<file path="config.mk">
export PLATFORM = sky130hd
export DESIGN_NAME = bjx2_cpuid_rng_unit
export DESIGN_NICKNAME = d
export VERILOG_FILES = /design/src/rtl/bjx2_cpuid_rng_unit.sv
export SDC_FILE = /design/constraint.sdc
export NUM_CORES = 1
export LEC_CHECK = 0
export CORE_UTILIZATION = 55
export CTS_BUF_LIST = sky130_fd_sc_hd__clkbuf_4 sky130_fd_sc_hd__clkbuf_8
export DETAILED_ROUTE_END_ITERATION = 8
export PLACE_DENSITY = 0.78
export SETUP_SLACK_MARGIN = 0.2
export SYNTH_ARGS = -nofsm -noshare
export SYNTH_HDL_FRONTEND = slang
export SYNTH_SLANG_ARGS = --single-unit
</file>
<file path="constraint.sdc">
create_clock -name clock -period 3.4 [get_ports clock]
set_clock_uncertainty 0.15 [all_clocks]
set_input_delay 0.68 -clock clock [delete_from_list [all_inputs] [get_ports clock]]
set_output_delay 0.68 -clock clock [all_outputs]
set_load 0.005 [all_outputs]
</file>
<file path="src/rtl/bjx2_cpuid_rng_unit.sv">
// CPUID / hardware-RNG unit: answers CPUID index queries and supplies RNG words with entropy accounting.
// Latency: the response is registered at the edge that samples reqValid and is visible in the following cycle.
// Backpressure: none. One request per cycle is accepted, and there is no stall.
//
// Ports:
//   clock, reset        system clock and synchronous active-high reset
//   timers[11:0]        timer taps; [0] is the noise source, and [11:8] is the timer-rate code
//   reqValid, index     request strobe and 5-bit CPUID index
//   respValid           high for exactly one cycle after each accepted request
//   resLo, resHi        result words, which keep their value between responses
module bjx2_cpuid_rng_unit #(
  parameter logic [63:0] FEATURES    = 64'h0,
  parameter logic [3:0]  CORE_ID     = 4'h0,
  parameter int          RNG_LANES   = 2,
  parameter int          RNG_WIDTH   = 32,
  parameter logic [63:0] RNG_SEED    = 64'h5A5A_C3C3_9696_0F0F,
  parameter int          REFILL_BITS = 32
) (
  input  logic        clock,
  input  logic        reset,
  input  logic [11:0] timers,
  input  logic        reqValid,
  input  logic [4:0]  index,
  output logic        respValid,
  output logic [63:0] resLo,
  output logic [63:0] resHi
);

  localparam int         CAT_W    = RNG_LANES * RNG_WIDTH;
  localparam int         CHUNKS   = (CAT_W + 63) / 64;
  localparam int         PAD_W    = CHUNKS * 64;
  localparam logic [7:0] REFILL_B = 8'(REFILL_BITS);

  // An illegal configuration stops elaboration.
  if (RNG_LANES < 2 || RNG_LANES > 8 || RNG_WIDTH < 16 || RNG_WIDTH > 64 ||
      CAT_W < 64 || REFILL_BITS < 1 || REFILL_BITS > 255) begin : g_param_err
    $error("bjx2_cpuid_rng_unit: RNG parameters out of range");
  end

  logic [63:0]          r_cycle;
  logic [7:0]           r_ent;
  logic                 r_n1;
  logic                 r_n2;
  logic                 r_noise;
  logic [RNG_WIDTH-1:0] r_lane [RNG_LANES];
  logic [RNG_LANES-1:0] r_cc;

  logic                 w_read31;
  logic [RNG_LANES-1:0] w_bit;
  logic [7:0]           w_ent_base;
  logic [7:0]           w_ent_next;
  logic [PAD_W-1:0]     w_cat;
  logic [63:0]          w_fold;
  logic [63:0]          w_lo;
  logic [63:0]          w_hi;
  logic                 w_unused_timers;

  // Timer bits 7:1 are not used by this unit.
  assign w_unused_timers = ^timers[7:1];

  assign w_read31 = reqValid && (index == 5'd31);

  // Lane feedback. Each lane also mixes in its neighbour's registered
  // feedback bit, which couples the lanes.
  always_comb begin
    w_bit = '0;
    for (int i = 0; i < RNG_LANES; i++) begin
      w_bit[i] = r_lane[i][1] ^ r_lane[i][3] ^ r_lane[i][5] ^ r_lane[i][7] ^
                 r_noise ^ r_cc[(i + 1) % RNG_LANES] ^ 1'b1;
    end
  end

  // A read clears the count before this cycle's noise event is added.
  // The result is 1 when a read and an event happen in the same cycle.
  assign w_ent_base = w_read31 ? 8'h00 : r_ent;
  assign w_ent_next = (w_ent_base == 8'hFF) ? 8'hFF : (w_ent_base + {7'h00, r_noise});

  // The XOR-fold takes the lane concatenation in 64-bit chunks. The top chunk is zero-padded.
  always_comb begin
    w_cat = '0;
    for (int i = 0; i < RNG_LANES; i++) begin
      w_cat[i*RNG_WIDTH +: RNG_WIDTH] = r_lane[i];
    end
    w_fold = '0;
    for (int k = 0; k < CHUNKS; k++) begin
      w_fold = w_fold ^ w_cat[k*64 +: 64];
    end
  end

  always_comb begin
    w_lo = 64'h0;
    w_hi = 64'h0;
    case (index)
      5'd0:  w_lo = 64'h2020324632584A42;
      5'd1:  w_lo = {FEATURES[63:8], CORE_ID, timers[11:8]};
      5'd2:  w_lo = {40'h0, REFILL_B, 4'h0, 4'(RNG_LANES), 8'(RNG_WIDTH)};
      5'd3:  w_lo = r_cycle;
      5'd31: begin
        w_lo = w_fold;
        w_hi = {48'h0, r_ent, 7'h0, (r_ent >= REFILL_B)};
      end
      default: begin
        w_lo = 64'h0;
        w_hi = 64'h0;
      end
    endcase
  end

  always_ff @(posedge clock) begin
    if (reset) begin
      respValid <= 1'b0;
      resLo     <= 64'h0;
      resHi     <= 64'h0;
      r_cycle   <= 64'h0;
      r_ent     <= 8'h00;
      r_n1      <= 1'b0;
      r_n2      <= 1'b0;
      r_noise   <= 1'b0;
      r_cc      <= '0;
      for (int i = 0; i < RNG_LANES; i++) begin
        r_lane[i] <= RNG_SEED[RNG_WIDTH-1:0] + RNG_WIDTH'(i);
      end
    end else begin
      respValid <= reqValid;
      if (reqValid) begin
        resLo <= w_lo;
        resHi <= w_hi;
      end
      r_cycle <= r_cycle + 64'd1;
      r_ent   <= w_ent_next;
      r_n1    <= timers[0];
      r_n2    <= r_n1;
      r_noise <= r_n1 ^ r_n2;
      r_cc    <= w_bit;
      for (int i = 0; i < RNG_LANES; i++) begin
        r_lane[i] <= {w_bit[i], r_lane[i][RNG_WIDTH-1:1]};
      end
    end
  end

endmodule

</file>
==> flow_summary.ini, run 1 <==
[run_status]
status = finished, final reports clean

[logic_synthesis]
synth_cell_types = 47
synth_async_sr_flop_share_pct = 0
syn-instance-count = 1010
syn-cell-area_um2 = 9030
yosysWarningCount = 0
syn_area_per_cell_um2 = 8.94
synth_edf_count = 0
synth_flop_cell = dfxtp_1
ys_seq_area_share_pct = 47.7
ys_ff_latch = 215

[worst_setup_path]
startpoint_type = input port
end_kind = flop
reg2reg_depth = 6
crit_start = index[1]
r2r-end = r_cycle[54]$_SDFF_PP0_
worstPathArrival_ns = 3.06
path_class = input port to flop
rr_startpoint = r_cycle[0]$_SDFF_PP0_
r2r_slack_ns = 0.84
crit_fanout = 3
critPathRequiredTime_ns = 3.68

[sta]
slew_headroom_pct = 44.2
setup_viol = 0
rsz0062_at_grt = false
slew_viol_final = 0
worstMarginPinSlew_ns = 0.837
max_clock_freq_ghz = 0.360
fin_crit_sh_pct = 81.8
hold_viol = 0
fin_crit_ns = 2.78
fin_tns_setup_ns = 0

[floorplan]
coreArea_um2 = 15900
die_x_um = 130
io_pins = 149
die_area_um2 = 16900
start_util_pct = 56.6
rows = 46
die_h_um = 130

[clock_tree]
cts_buffers = 36
cts_setup_buffers = 0
cts_hold_buffers = 0
insertion_delay_ns = 0.52
cts_buffer_depth = 3
tritoncts = yes
root_buffer = clkbuf_8
htree_levels = 2
post_cts_resized = 0
cts_sinks = 215
clk_pin_slew_worst_paths_ns = 0.06

[global_route]
grt_use_total_pct = 24.2
grt_pass1_vias = 6680
grt-ovfl-total = 0
grt_max_degree = 129
antenna_found_initial = 0
grt_pass1_wl_um = 32600

[min_path]
hold_depth = 1
hp-start = r_lane[0][24]$_SDFF_PP0_
min_to = r_lane[0][23]$_SDFF_PP1_
hp-class = flop to flop

[detailed_routing]
drt-initial-drc-count = 499
vias_per_cell = 5.54
post-route-drc-count = 0
drtPass1Iterations = 4
wire_per_inst_um = 15.3
ant_nets = 0
vias = 7356
routed_wirelength_um = 20300

[cells_and_area]
fin_cells = 1327
drive_above_1_share_pct = 12.1
syn_to_final_growth_pct = 17.8
finalNetCount = 1110
final_cell_mix = dfxtp_1, a21oi_1, clkdlybuf4s50_1
n_antenna_cell = 0
mostFrequentLayoutCell = dfxtp_1

[placement]
dp_hpwl_um = 12700
io_buffers = 86
place_congestion = 0.838
dp_cells = 1265

[flow_run]
max-cap-violations = 0

[power]
leakagePower_nw = 4.04
max-vdd-ir-drop_mv = 0.476
p_per_area_nw_per_um2 = 502
## synthesized netlist by cell type, types with 5 or more instances
| library cell | count | area share (%) |
|---|---|---|
| xor2_1 | 30 | 2.9 |
| a22oi_1 | 17 | 1.4 |
| nor2_1 | 77 | 3.2 |
| nand3_1 | 37 | 2.1 |
| nand4_1 | 25 | 1.7 |
| a32oi_1 | 5 | 0.49 |
| nor3_1 | 8 | 0.44 |
| or3_1 | 24 | 1.7 |
| a21oi_1 | 121 | 6.7 |
| and3_1 | 51 | 3.5 |
| a221o_1 | 17 | 1.9 |
| inv_1 | 10 | 0.42 |
| nand4_2 | 5 | 0.69 |
| clkbuf_1 | 57 | 2.4 |
| or2_2 | 27 | 1.9 |
| dfxtp_1 | 215 | 48 |
| nand2_1 | 82 | 3.4 |
| nor2b_1 | 39 | 2.7 |
| o21ai_0 | 18 | 1.0 |
| o21ai_1 | 6 | 0.33 |
| xnor2_1 | 21 | 2.0 |
| and2_1 | 6 | 0.42 |
| buf_4 | 56 | 4.7 |
## report_power, final
part	internal, mW	total (mW)	switching (mW)
combinational	0.101	0.257	0.157
sequential	2.59	2.63	0.0411
clock	1.45	2.45	0.996
## registers in the layout, summed over array words and instances, names as in the netlist
name and flops:
r_cycle 64, r_lane 64, resLo 64, resHi 9
r_ent 8, r_cc 2, r_n1 1, r_n2 1
r_noise 1, respValid 1
## through the flow
stage               utilization [%]  power, mW  instance area, µm²  hold WS (ns)  setup slack, ns
finish                         66.7       5.34               10600         0.283            0.620
global placement               61.9       2.94                9860         0.263            0.134
CTS                            66.7       5.37               10600         0.284            0.623
detailed placement             61.9       2.94                9860         0.270            0.108
global route                   66.7       5.53               10600         0.297            0.531
floorplan                         -       2.90                9230         0.259            0.683
## per-layer routing
metal,global-route usage [%],routed length (µm),vias to the layer above
met3,4.55,1280,32
met5,0,0,-
met4,7.32,372,0
met2,38.7,9280,242
li1,-,-,3579
met1,33.2,9360,3503
## layout make-up
type                            instances  area [µm²]
Tap cell                              216         270
Timing Repair Buffer                  105        1020
Inverter                               10        37.5
Sequential cell                       215        4300
Clock inverter                          7        85.1
Clock buffer                           55         694
Fill cell                            1319        5300
Multi-Input combinational cell        719        4230
## how the worst max path moves through the flow
stage                                endpoint  cells after the start  slack (ns)
after floorplan           r_ent[6]$_SDFF_PP0_                     12        0.68
after global placement    r_ent[6]$_SDFF_PP0_                     11        0.13
after detailed placement  r_ent[6]$_SDFF_PP0_                     11        0.11
after CTS                 r_ent[6]$_SDFF_PP0_                     11        0.62
after global routing      r_ent[6]$_SDFF_PP0_                     11        0.53
final                     r_ent[6]$_SDFF_PP0_                     11        0.62
## logic make-up after synthesis
| kind of cell | synth area share, % |
|---|---|
| other | 0.0415 |
| buffers and inverters | 7.79 |
| adder cells (fa/ha/maj) | 0.416 |
| XOR/XNOR | 4.95 |
| AO/OA/AOI/OAI | 13.4 |
| flip-flops | 47.7 |
| AND/OR/NAND/NOR | 25.7 |
## worst max-delay path, cell delays in order
cell	delay, ns
clkdlybuf4s50_1	0.56
nand2_1	0.13
or3_1	0.47
and2_1	0.21
ha_1	0.20
ha_1	0.21
and3_1	0.18
nand3_1	0.10
xnor2_1	0.12
nand2_1	0.07
a21oi_1	0.13
(Power assumes the default switching activity.)
==> run 2: changes to the inputs <==
- clock period: 3.4 -> 2.6 ns (I/O delays scaled with it)
==> flow_summary.ini, run 2 (same netlist as run 1, synthesis figures left out) <==
[detailed_routing]
vias_per_cell = 5.49
routedLengthMet1_um = 9470
vias = 7385
met3_length_um = 1160
wire_per_inst_um = 15.1
ant_nets = 0
drtPass1Iterations = 5
post-route-drc-count = 0
highest_layer = met4
drt-initial-drc-count = 438
met2_length_um = 9440
routed_wirelength_um = 20400

[worst_setup_path]
end_kind = flop
path_class = input port to flop
path_buf_inv = 1
crit_family = simple AND/OR/NAND/NOR gates
worstPathArrival_ns = 2.59
critPathRequiredTime_ns = 2.88
slowest_stage = clkdlybuf4s50_1
crit_chain = clkdlybuf4s50_1 > nand2_1 > or3_4 > and2_1 > ha_2 > ha_2 > and3_4 > nand3_1 > xnor2_1 > nand2_1 > a21oi_1
crit_fanout = 3
startpoint_type = input port
critPathMaxStageDelay_ns = 0.48

[clock_tree]
htree_levels = 2
cts_buffer_depth = 3
cts_hold_buffers = 0
insertion_delay_ns = 0.51
clk_pin_slew_worst_paths_ns = 0.06
tritoncts = yes
cts_buffers = 36
cts_sinks = 215
root_buffer = clkbuf_8

[cells_and_area]
syn_to_final_growth_pct = 19.6
n_antenna_cell = 0
drive_above_1_share_pct = 14.1
finalNetCount = 1130
stdcell_area_um2 = 10800
top_regs = r_cycle x64, r_lane x64, resLo x64
mostFrequentLayoutCell = dfxtp_1
final_cell_mix = dfxtp_1, a21oi_1, clkdlybuf4s50_1
fin_util_pct = 67.8
fin_cells = 1346

[global_route]
grt_pass1_vias = 6672
grt-ovfl-total = 0
grt_pass1_wl_um = 33100
grt_max_degree = 76
grt_use_total_pct = 24.7
antenna_found_initial = 0

[placement]
postPlaceCellArea_um2 = 10100
dp_cells = 1285
io_buffers = 86
place_congestion = 0.849
dp_hpwl_um = 13200

[sta]
rsz0062_at_grt = true
slew_headroom_pct = 45.4
fin_crit_ns = 2.31
slew_viol_final = 0
hold_viol = 0
setup_viol = 0
max_clock_freq_ghz = 0.432
fin_crit_sh_pct = 89.0
worstMarginPinSlew_ns = 0.818

[power]
p_per_area_nw_per_um2 = 626
leakagePower_nw = 4.12
max-vdd-ir-drop_mv = 0.386

[floorplan]
start_util_pct = 56.6
die_area_um2 = 16900
rows = 46
die_h_um = 130
io_pins = 149
die_x_um = 130
coreArea_um2 = 15900

[run_status]
status = finished, final reports clean

[min_path]
hp-class = input port to flop

[flow_run]
max-cap-violations = 0
run 2: area by class of cell:
cell class,count,area (µm²)
clock inverters,6,55.1
repair buffers,125,1220
well taps,216,270
multi-input cells,719,4250
inverters,10,37.5
fillers,1280,5140
flip-flops and latches,215,4300
clock buffers,55,663
run 2: through the flow:
step / hold slack [ns] / total power, mW / setup WS (ns) / setup TNS, ns
2_1_floorplan: 0.259 / 3.79 / 0.207 / 0
3_3_place_gp: 0.264 / 3.85 / -0.264 / -0.662
3_5_place_dp: 0.268 / 3.85 / -0.289 / -0.932
4_1_cts: 0.189 / 6.82 / 0.240 / 0
5_1_grt: 0.207 / 7.03 / 0.143 / 0
6_report: 0.221 / 6.76 / 0.285 / 0
run 2: worst reg2reg max path, delay by kind of cell, from the launching register on:
family	cells	cell delay (ns)
flops	1	0.47
simple gates	4	1.23
compound gates	1	0.17
buf+inv	1	0.22
run 2: worst paths after layout:
| kind | slack [ns] | cells after the start | endpoint | start |
|---|---|---|---|---|
| max | 0.29 | 11 | r_ent[6]$_SDFF_PP0_ | index[1] |
| max reg2reg | 0.29 | 6 | r_cycle[59]$_SDFF_PP0_ | r_cycle[17]$_SDFF_PP0_ |
| min | 0.22 | 2 | r_cycle[22]$_SDFF_PP0_ | reset |
| min reg2reg | 0.28 | 1 | r_lane[0][58]$_SDFF_PP1_ | r_lane[0][59]$_SDFF_PP0_ |
run 2: timing repair:
action | in CTS | in global routing
endpoints found under the setup margin | 1 | 4
pin swaps | 1 | 0
cloned | 0 | 0
gates resized for setup | 0 | 3
buffers inserted | 0 | 0
run 2: per-layer routing:
metal | vias to the layer above | global-route usage [%]
met1 | 3526 | 34.7
met3 | 27 | 4.51
met2 | 218 | 38.2
met5 | - | 0
met4 | 0 | 7.87
li1 | 3614 | -
run 2: power by group:
group | switching, mW | internal, mW | total, mW
clock network | 1.26 | 1.72 | 2.98
logic | 0.201 | 0.142 | 0.343
registers | 0.0535 | 3.39 | 3.44
==> run 3: changes to the inputs <==
- CORE_MARGIN: unset -> 1.5
- CORE_UTILIZATION: 55 -> 59
- PLACE_DENSITY: 0.78 -> 0.83
- clock period: 2.6 -> 2.8 ns (I/O delays scaled with it)
==> flow_summary.ini, run 3 (same netlist as run 1, synthesis figures left out) <==
[placement]
dp_cells = 1251
place_congestion = 0.809
dp_hpwl_um = 12800
pre_cts_ws_ns = -0.201
io_buffers = 86

[worst_setup_path]
reg2reg_depth = 6
r2r-end = r_cycle[54]$_SDFF_PP0_
crit_fanout = 8
end_kind = flop
rr_startpoint = r_cycle[1]$_SDFF_PP0_
path_class = flop to flop
r2r_slack_ns = 0.39
startpoint_type = flop
critPathRequiredTime_ns = 3.09
worstPathArrival_ns = 2.70
crit_end = r_cycle[54]$_SDFF_PP0_
crit_start = r_cycle[1]$_SDFF_PP0_

[clock_tree]
cts_sinks = 215
cts_setup_buffers = 0
cts_buffers = 35
htree_levels = 2
cts_hold_buffers = 0
clk_pin_slew_worst_paths_ns = 0.06
root_buffer = clkbuf_8
cts_buffer_depth = 3
tritoncts = yes
insertion_delay_ns = 0.51

[sta]
hold_slack_ns = 0.281
worstMarginPinSlew_ns = 0.844
slew_headroom_pct = 43.8
setup_ws_ns = 0.385
fin_crit_sh_pct = 86.2
fin_crit_ns = 2.41
rsz0062_at_grt = false
setup_viol = 0
max_clock_freq_ghz = 0.414
slew_viol_final = 0
hold_viol = 0

[cells_and_area]
num-fill-cells = 1164
top_regs = r_cycle x64, r_lane x64, resLo x64
syn_to_final_growth_pct = 18.7
finalNetCount = 1123
final_cell_mix = dfxtp_1, a21oi_1, clkdlybuf4s50_1
drive_above_1_share_pct = 13.2
n_antenna_cell = 0
fin_cells = 1312
final-seq-area_um2 = 4300
multi_input_area_um2 = 4240
mostFrequentLayoutCell = dfxtp_1

[detailed_routing]
ant_nets = 0
vias = 7497
wire_per_inst_um = 16.0
vias_per_cell = 5.71
post-route-drc-count = 0
drt-initial-drc-count = 498
drtPass1Iterations = 5
routed_wirelength_um = 20900

[global_route]
grt_max_degree = 108
antenna_found_initial = 0
grt_pass1_wl_um = 33900
grt-ovfl-total = 0
grt_pass1_vias = 6880
grt_use_total_pct = 26.1

[floorplan]
rows = 45
die_h_um = 127
die_area_um2 = 16100
io_pins = 149
start_util_pct = 59.8
die_x_um = 127
coreArea_um2 = 15100

[power]
max-vdd-ir-drop_mv = 0.423
total_power_mw = 6.41
p_per_area_nw_per_um2 = 598
leakagePower_nw = 4.11

[flow_run]
max-cap-violations = 0

[min_path]
hp-class = flop to flop
hold_depth = 1

[run_status]
status = finished, final reports clean
[run 3: changes by cell type in the layout (fill, tap and decap cells not counted), sizes merged]
| cell | change |
|---|---|
| buf | -6 |
| clkbuf | +3 |
| clkinv | -3 |
[run 3: layout make-up]
| class | count | share of cell area, % |
|---|---|---|
| timing repair buffer | 119 | 10.7 |
| clock buffer | 58 | 6.69 |
| clock inverter | 3 | 0.374 |
| inverter | 10 | 0.350 |
| multi-input combinational | 719 | 39.5 |
| sequential | 215 | 40.2 |
| tap | 188 | 2.19 |
[run 3: power by group]
part           switching (mW)  total (mW)  internal (mW)
Sequential             0.0530        3.20           3.15
Clock                    1.19        2.89           1.70
Combinational           0.192       0.320          0.128
[run 3: worst min-delay path by stage]
stage                              from                        to  slack (ns)
5_1_grt        r_lane[0][58]$_SDFF_PP1_  r_lane[0][57]$_SDFF_PP1_        0.30
4_1_cts        r_lane[0][58]$_SDFF_PP1_  r_lane[0][57]$_SDFF_PP1_        0.28
2_1_floorplan  r_lane[0][12]$_SDFF_PP0_  r_lane[0][11]$_SDFF_PP1_        0.26
6_report       r_lane[0][58]$_SDFF_PP1_  r_lane[0][57]$_SDFF_PP1_        0.28
3_3_place_gp   r_lane[0][58]$_SDFF_PP1_  r_lane[0][57]$_SDFF_PP1_        0.26
3_5_place_dp   r_lane[0][58]$_SDFF_PP1_  r_lane[0][57]$_SDFF_PP1_        0.27
[run 3: repair_timing]
item                       in CTS  in global routing
gates resized for setup         0                  1
hold endpoints to repair        0                  0
setup endpoints to repair       0                  4
[run 3: worst max-delay path: stages (launching register included)]
cell	delay [ns]
dfxtp_1	0.44
ha_1	0.29
nand3_4	0.13
nor4_4	0.41
nand4_2	0.31
or4_1	0.47
a21oi_1	0.14
[run 3: per-layer routing]
layer | up-vias | global-route usage (%) | share of wire [%]
met2 | 279 | 40.8 | 46
li1 | 3594 | - | -
met3 | 45 | 5.57 | 7.0
met4 | 0 | 10.8 | 2.7
met5 | - | 0 | 0
met1 | 3579 | 35.3 | 45
[run 3: per-stage QoR]
stage	cell area, µm²	TNS [ns]	utilization (%)
finish	10700	0	71.0
detailed placement	9960	-0.755	66.0
CTS	10700	0	71.0
global route	10700	0	71.0
global placement	9960	-0.484	66.0
floorplan	9230	0	-
==> RTL edit 1, RTL diff (config.mk and constraints of run 1) <==
Reset style: asynchronous (`reset`), changed in one clocked block. Comments in the files are not updated.
--- a/src/rtl/bjx2_cpuid_rng_unit.sv
+++ b/src/rtl/bjx2_cpuid_rng_unit.sv
@@ -106,7 +106,7 @@
     endcase
   end
 
-  always_ff @(posedge clock) begin
+  always_ff @(posedge clock or posedge reset) begin
     if (reset) begin
       respValid <= 1'b0;
       resLo     <= 64'h0;
Check against the original RTL: differs if reset is asserted again (counterexample within 4 cycles, from zero or initial values and one cycle with reset high); with reset held inactive, the same outputs for 10 cycles.
==> RTL edit 1 against run 1 <==
Non-clock buffer count shrank 7. Routed wire length shrank 7.4%. Highest routed layer unchanged. Register-to-register slack gained 0.09 ns. Via count shrank 15%. Design area grew 1.1%. Setup slack gained 0.31 ns. Final cell count shrank 12%. Area after synthesis grew 0.83%. Sequential cell count is the same.
Power is not compared: it rests on default switching activity, and its combinational part moved more than twofold at a synthesized area within 25%.
==> RTL edit 1: results (changes against run 1) <==
Hold path start: r_lane[11]
Clock slew at reported path FFs: 0.06 ns (about the same)
Starting DRT DRC Count: 333 (-33%)
1st-pass router iterations: 5 (+1)
Initial antenna violation count: 0 (unchanged)
Layout cells sized above 1: 0.130 (+0.00923)
Number of H-tree levels: 2 (unchanged)
Nets: 954 (-14%)
DRT Wirelength: 18,800 microns (-7.4%)
Diode count: 0 (unchanged)
Maximum VDD drop: 423 uV
Area contributors post-synth: dfrtp_1 (51%), dfstp_2 (8.4%), a21oi_1 (5.4%)
Worst skew pair latency: 0.51 ns
Reg2reg end: r_cycle[59]
CP delay by family, top: simple AND/OR/NAND/NOR gates
CTS Root Cell: clkbuf_8
Buffers on Ports: 86 (unchanged)
Post-DP Area: 10,000 sq um (+1.5%)
Crit Path Max Fanout: 8 (+5)
Hpwl dp: 12,100 microns (-5.0%)
Worst Setup SP: index[0]
Net Sw Frac: 0.253
Worst Hold Class: register to register
CTS resizes: 0 (unchanged)
Commonest cells post-synth: dfrtp_1 (186), a21oi_1 (99), nor2_1 (84), buf_4 (55), nand2_1 (49)
Worst R2R Path Depth: 5 (-1)
Final GP Congestion: 0.814 (-2.9%)
Clock buffer depth: 3 (unchanged)
Crit path largest cell delay: 0.55 ns
R2R setup slack: 0.93 ns (+0.09 ns)
Worst slew pin tran: 0.549 ns (-0.288 ns)
Total GRT Usage: 0.233 (-0.00948)
Hold Crit Endpoint: r_lane[10]
Number of cells on the worst hold path: 0 (-1)
FF-to-FF Start: r_cycle[17]
Total CTS buffers: 36 (unchanged)
Outcome: complete, no violations
Via count: 6,285 (-15%)
Setup Buffers After CTS: 0 (unchanged)
First-pass GRT wire length: 30,900 microns (-5.3%)
Largest net degree at the start of global routing: 145 (+12%)
Yosys cell types: 43 (-8.5%)
Vias in the first global route: 6,078 (-9.0%)
P_leak: 4.70 nW
Synth warnings: 0 (unchanged)
Top flop regs: r_cycle x64, r_lane x64, resLo x64
Crit path max-delay cell type: clkdlybuf4s50_1
Asr flop ratio synth: 1.00 (+1.00)
Sequential area share after synthesis: 0.595 (+0.118)
[RTL edit 1: logic make-up (layout without fill, tap and decap cells)]
| family | count (synthesis) | after routing | share of synthesized area |
|---|---|---|---|
| DFF | 215 | 215 | 0.595 |
| adders and majority gates | 3 | 3 | 0.00412 |
| AOI/OAI and AO/OA | 160 | 160 | 0.102 |
| and+or+nand+nor | 265 | 265 | 0.149 |
| other | 1 | 55 | 0.000412 |
| muxes | 3 | 3 | 0.00371 |
| xor gates and xnor gates | 77 | 77 | 0.0741 |
| buffers and inverters | 115 | 177 | 0.0717 |
[RTL edit 1: through the flow]
stage                     hold slack (ns)  worst slack [ns]  cells
after detailed placement            0.206             0.444   1109
after global routing                0.220             0.771   1171
after global placement              0.206             0.472   1109
after floorplan                     0.204            -0.204    893
final                               0.214             0.926   1171
after CTS                           0.216             0.914   1171
[RTL edit 1: area by class of cell]
class | instances | area (sq um)
clock buffer | 57 | 728
clock inverter | 5 | 27.5
fill | 1238 | 5240
inverter | 17 | 67.6
multi-input combinational | 563 | 3240
sequential | 215 | 5420
tap | 216 | 270
timing repair buffer | 98 | 1010
[RTL edit 1: how the worst max path moves through the flow]
stage | slack (ns) | endpoint | depth (start not counted)
after floorplan | -0.20 | r_cc[0] | 1
after global placement | 0.47 | r_ent[7] | 10
after detailed placement | 0.44 | r_ent[6] | 10
after CTS | 0.91 | r_cycle[59] | 5
after global routing | 0.77 | r_ent[6] | 10
final | 0.93 | r_ent[6] | 10
[RTL edit 1: power by group through the flow]
stage	Clock [mW]	Combinational [mW]	Sequential [mW]
after detailed placement	0	0.635	3.58
after floorplan	0	0.432	3.48
final	2.35	0.629	3.55
after global routing	2.51	0.710	3.61
after global placement	0	0.623	3.56
after CTS	2.40	0.641	3.55
[RTL edit 1: per-layer routing]
metal | GRT usage | part of all wire
met1 | 0.331 | 0.45
met2 | 0.369 | 0.48
met3 | 0.0375 | 0.044
met4 | 0.0751 | 0.020
met5 | 0 | 0
[RTL edit 1: worst register-to-register path, delay by kind of cell (launching register included)]
kind	cells	cell delay, ns
xor gates and xnor gates	1	0.18
DFF	1	0.43
and+or+nand+nor	4	1.64
==> RTL edit 2, RTL diff (settings of run 1) <==
Without the edit above. `RNG_WIDTH`: 32 -> 64.
--- a/src/rtl/bjx2_cpuid_rng_unit.sv
+++ b/src/rtl/bjx2_cpuid_rng_unit.sv
@@ -12,7 +12,7 @@
   parameter logic [63:0] FEATURES    = 64'h0,
   parameter logic [3:0]  CORE_ID     = 4'h0,
   parameter int          RNG_LANES   = 2,
-  parameter int          RNG_WIDTH   = 32,
+  parameter int          RNG_WIDTH   = 64,
   parameter logic [63:0] RNG_SEED    = 64'h5A5A_C3C3_9696_0F0F,
   parameter int          REFILL_BITS = 32
 ) (
Formal check against the unedited RTL: not equivalent (Yosys sat finds a counterexample within 4 cycles, from zero or initial values and one cycle with reset high).
==> RTL edit 2 against run 1 <==
Design area grew 19%. Area after synthesis grew 20%. Routed wire length grew 13%. Power grew 24%. Setup slack lost 0.021 ns. Core utilization shrank 1.5 points. Clock power grew 16%. Sequential cell count grew 62. Largest cell class unchanged. Largest power group unchanged.
==> RTL edit 2: results (changes against run 1) <==
Outcome: complete, no violations
P_leak: 4.69 nW (+16%)
Fillers: 1,585 (+20%)
Sequential area share after synthesis: 0.511 (+0.0340)
Nets: 1,233 (+11%)
Commonest cells post-synth: dfxtp_1 (277), nor2_1 (95), xor2_1 (91), nor2b_1 (71), or2_2 (63)
Starting DRT DRC Count: 654 (+31%)
Crit Path Max Fanout: 17 (+14)
R2R setup slack: 0.60 ns (-0.24 ns)
Via count: 8,111 (+10%)
Top flop regs: r_lane x126, r_cycle x64, resLo x64
Total GRT Usage: 0.231 (-0.0113)
Post-DP Area: 11,800 sq um (+19%)
Vias in the first global route: 7,605 (+14%)
Final Non-Filler Cells: 1,505 (+13%)
Inst Count DP: 1,431 (+13%)
Maximum VDD drop: 320 uV (-33%)
First-pass GRT wire length: 37,500 microns (+15%)
Worst slew pin tran: 1.15 ns (+0.312 ns)
1st-pass router iterations: 8 (+4)
Layout cells sized above 1: 0.137 (+0.0165)
Hpwl dp: 14,300 microns (+13%)
Area contributors post-synth: dfxtp_1 (51%), xor2_1 (7.3%), nor2b_1 (4.1%)
Hold path start: r_lane[0][21]
Worst skew pair latency: 0.54 ns (+0.02 ns)
Arr. time, crit path: 3.12 ns (+0.06 ns)
Setup Buffers After CTS: 0 (unchanged)
Total CTS buffers: 42 (+17%)
Largest net degree at the start of global routing: 89 (-31%)
[RTL edit 2: changes by cell type after synthesis, moves of 18 or more]
cell,delta
dfxtp_1,+62
nand2_1,-28
and3_1,-40
xor2_1,+61
or2_2,+36
nor2b_1,+32
a21oi_1,-60
a222oi_1,+41
nor2_1,+18
[RTL edit 2: metrics by stage]
stage / util / setup slack, ns
finish: 0.652 / 0.600
global route: 0.652 / 0.442
CTS: 0.652 / 0.606
detailed placement: 0.606 / 0.126
global placement: 0.606 / 0.241
floorplan: - / 0.342
[RTL edit 2: area by class of cell]
| type | count | share of cell area |
|---|---|---|
| clock buffers | 71 | 0.0698 |
| repair buffers | 105 | 0.0824 |
| inverters | 10 | 0.00297 |
| multi-input cells | 774 | 0.379 |
| flip-flops and latches | 277 | 0.438 |
| well taps | 265 | 0.0262 |
| clock inverters | 3 | 0.00119 |
[RTL edit 2: how the worst min path moves through the flow]
stage	endpoint	slack, ns	cells after the start
4_1_cts	resHi[13]	0.31	2
6_report	r_lane[0][20]	0.31	1
5_1_grt	r_lane[0][89]	0.32	1
3_3_place_gp	r_lane[0][10]	0.29	1
3_5_place_dp	r_lane[0][89]	0.30	1
2_1_floorplan	r_lane[0][10]	0.29	1
[RTL edit 2: critical path: stages (launching register included)]
cell and delay, ns:
dfxtp_1 0.41, ha_1 0.23, and3_1 0.26, nand4_1 0.23, or4_1 0.74, or4_1 0.57, a21oi_1 0.15
[RTL edit 2: cells by family (layout without fill, tap and decap cells)]
| kind of cell | after synthesis | in the layout | synth area share |
|---|---|---|---|
| simple gates | 421 | 421 | 0.208 |
| flops | 277 | 277 | 0.511 |
| compound gates | 182 | 182 | 0.119 |
| buf+inv | 129 | 189 | 0.0670 |
| xor+xnor | 110 | 110 | 0.0887 |
| fa+ha+maj | 3 | 3 | 0.00346 |
| mux | 3 | 3 | 0.00277 |
| other cells | 1 | 55 | 0.000345 |
[RTL edit 2: metal layers]
metal / GRT usage / share of wire / routed length (microns) / up-vias
met1: 0.313 / 0.47 / 10700 / 3827
met4: 0.0849 / 0.027 / 615 / 0
met5: 0 / 0 / 0 / -
li1: - / - / - / 3985
met2: 0.368 / 0.45 / 10400 / 245
met3: 0.0421 / 0.055 / 1260 / 54
[RTL edit 2: report_power, final]
part	internal, mW	switching, mW
logic	0.161	0.179
registers	3.36	0.0781
clock network	1.63	1.22
total	5.15	1.48
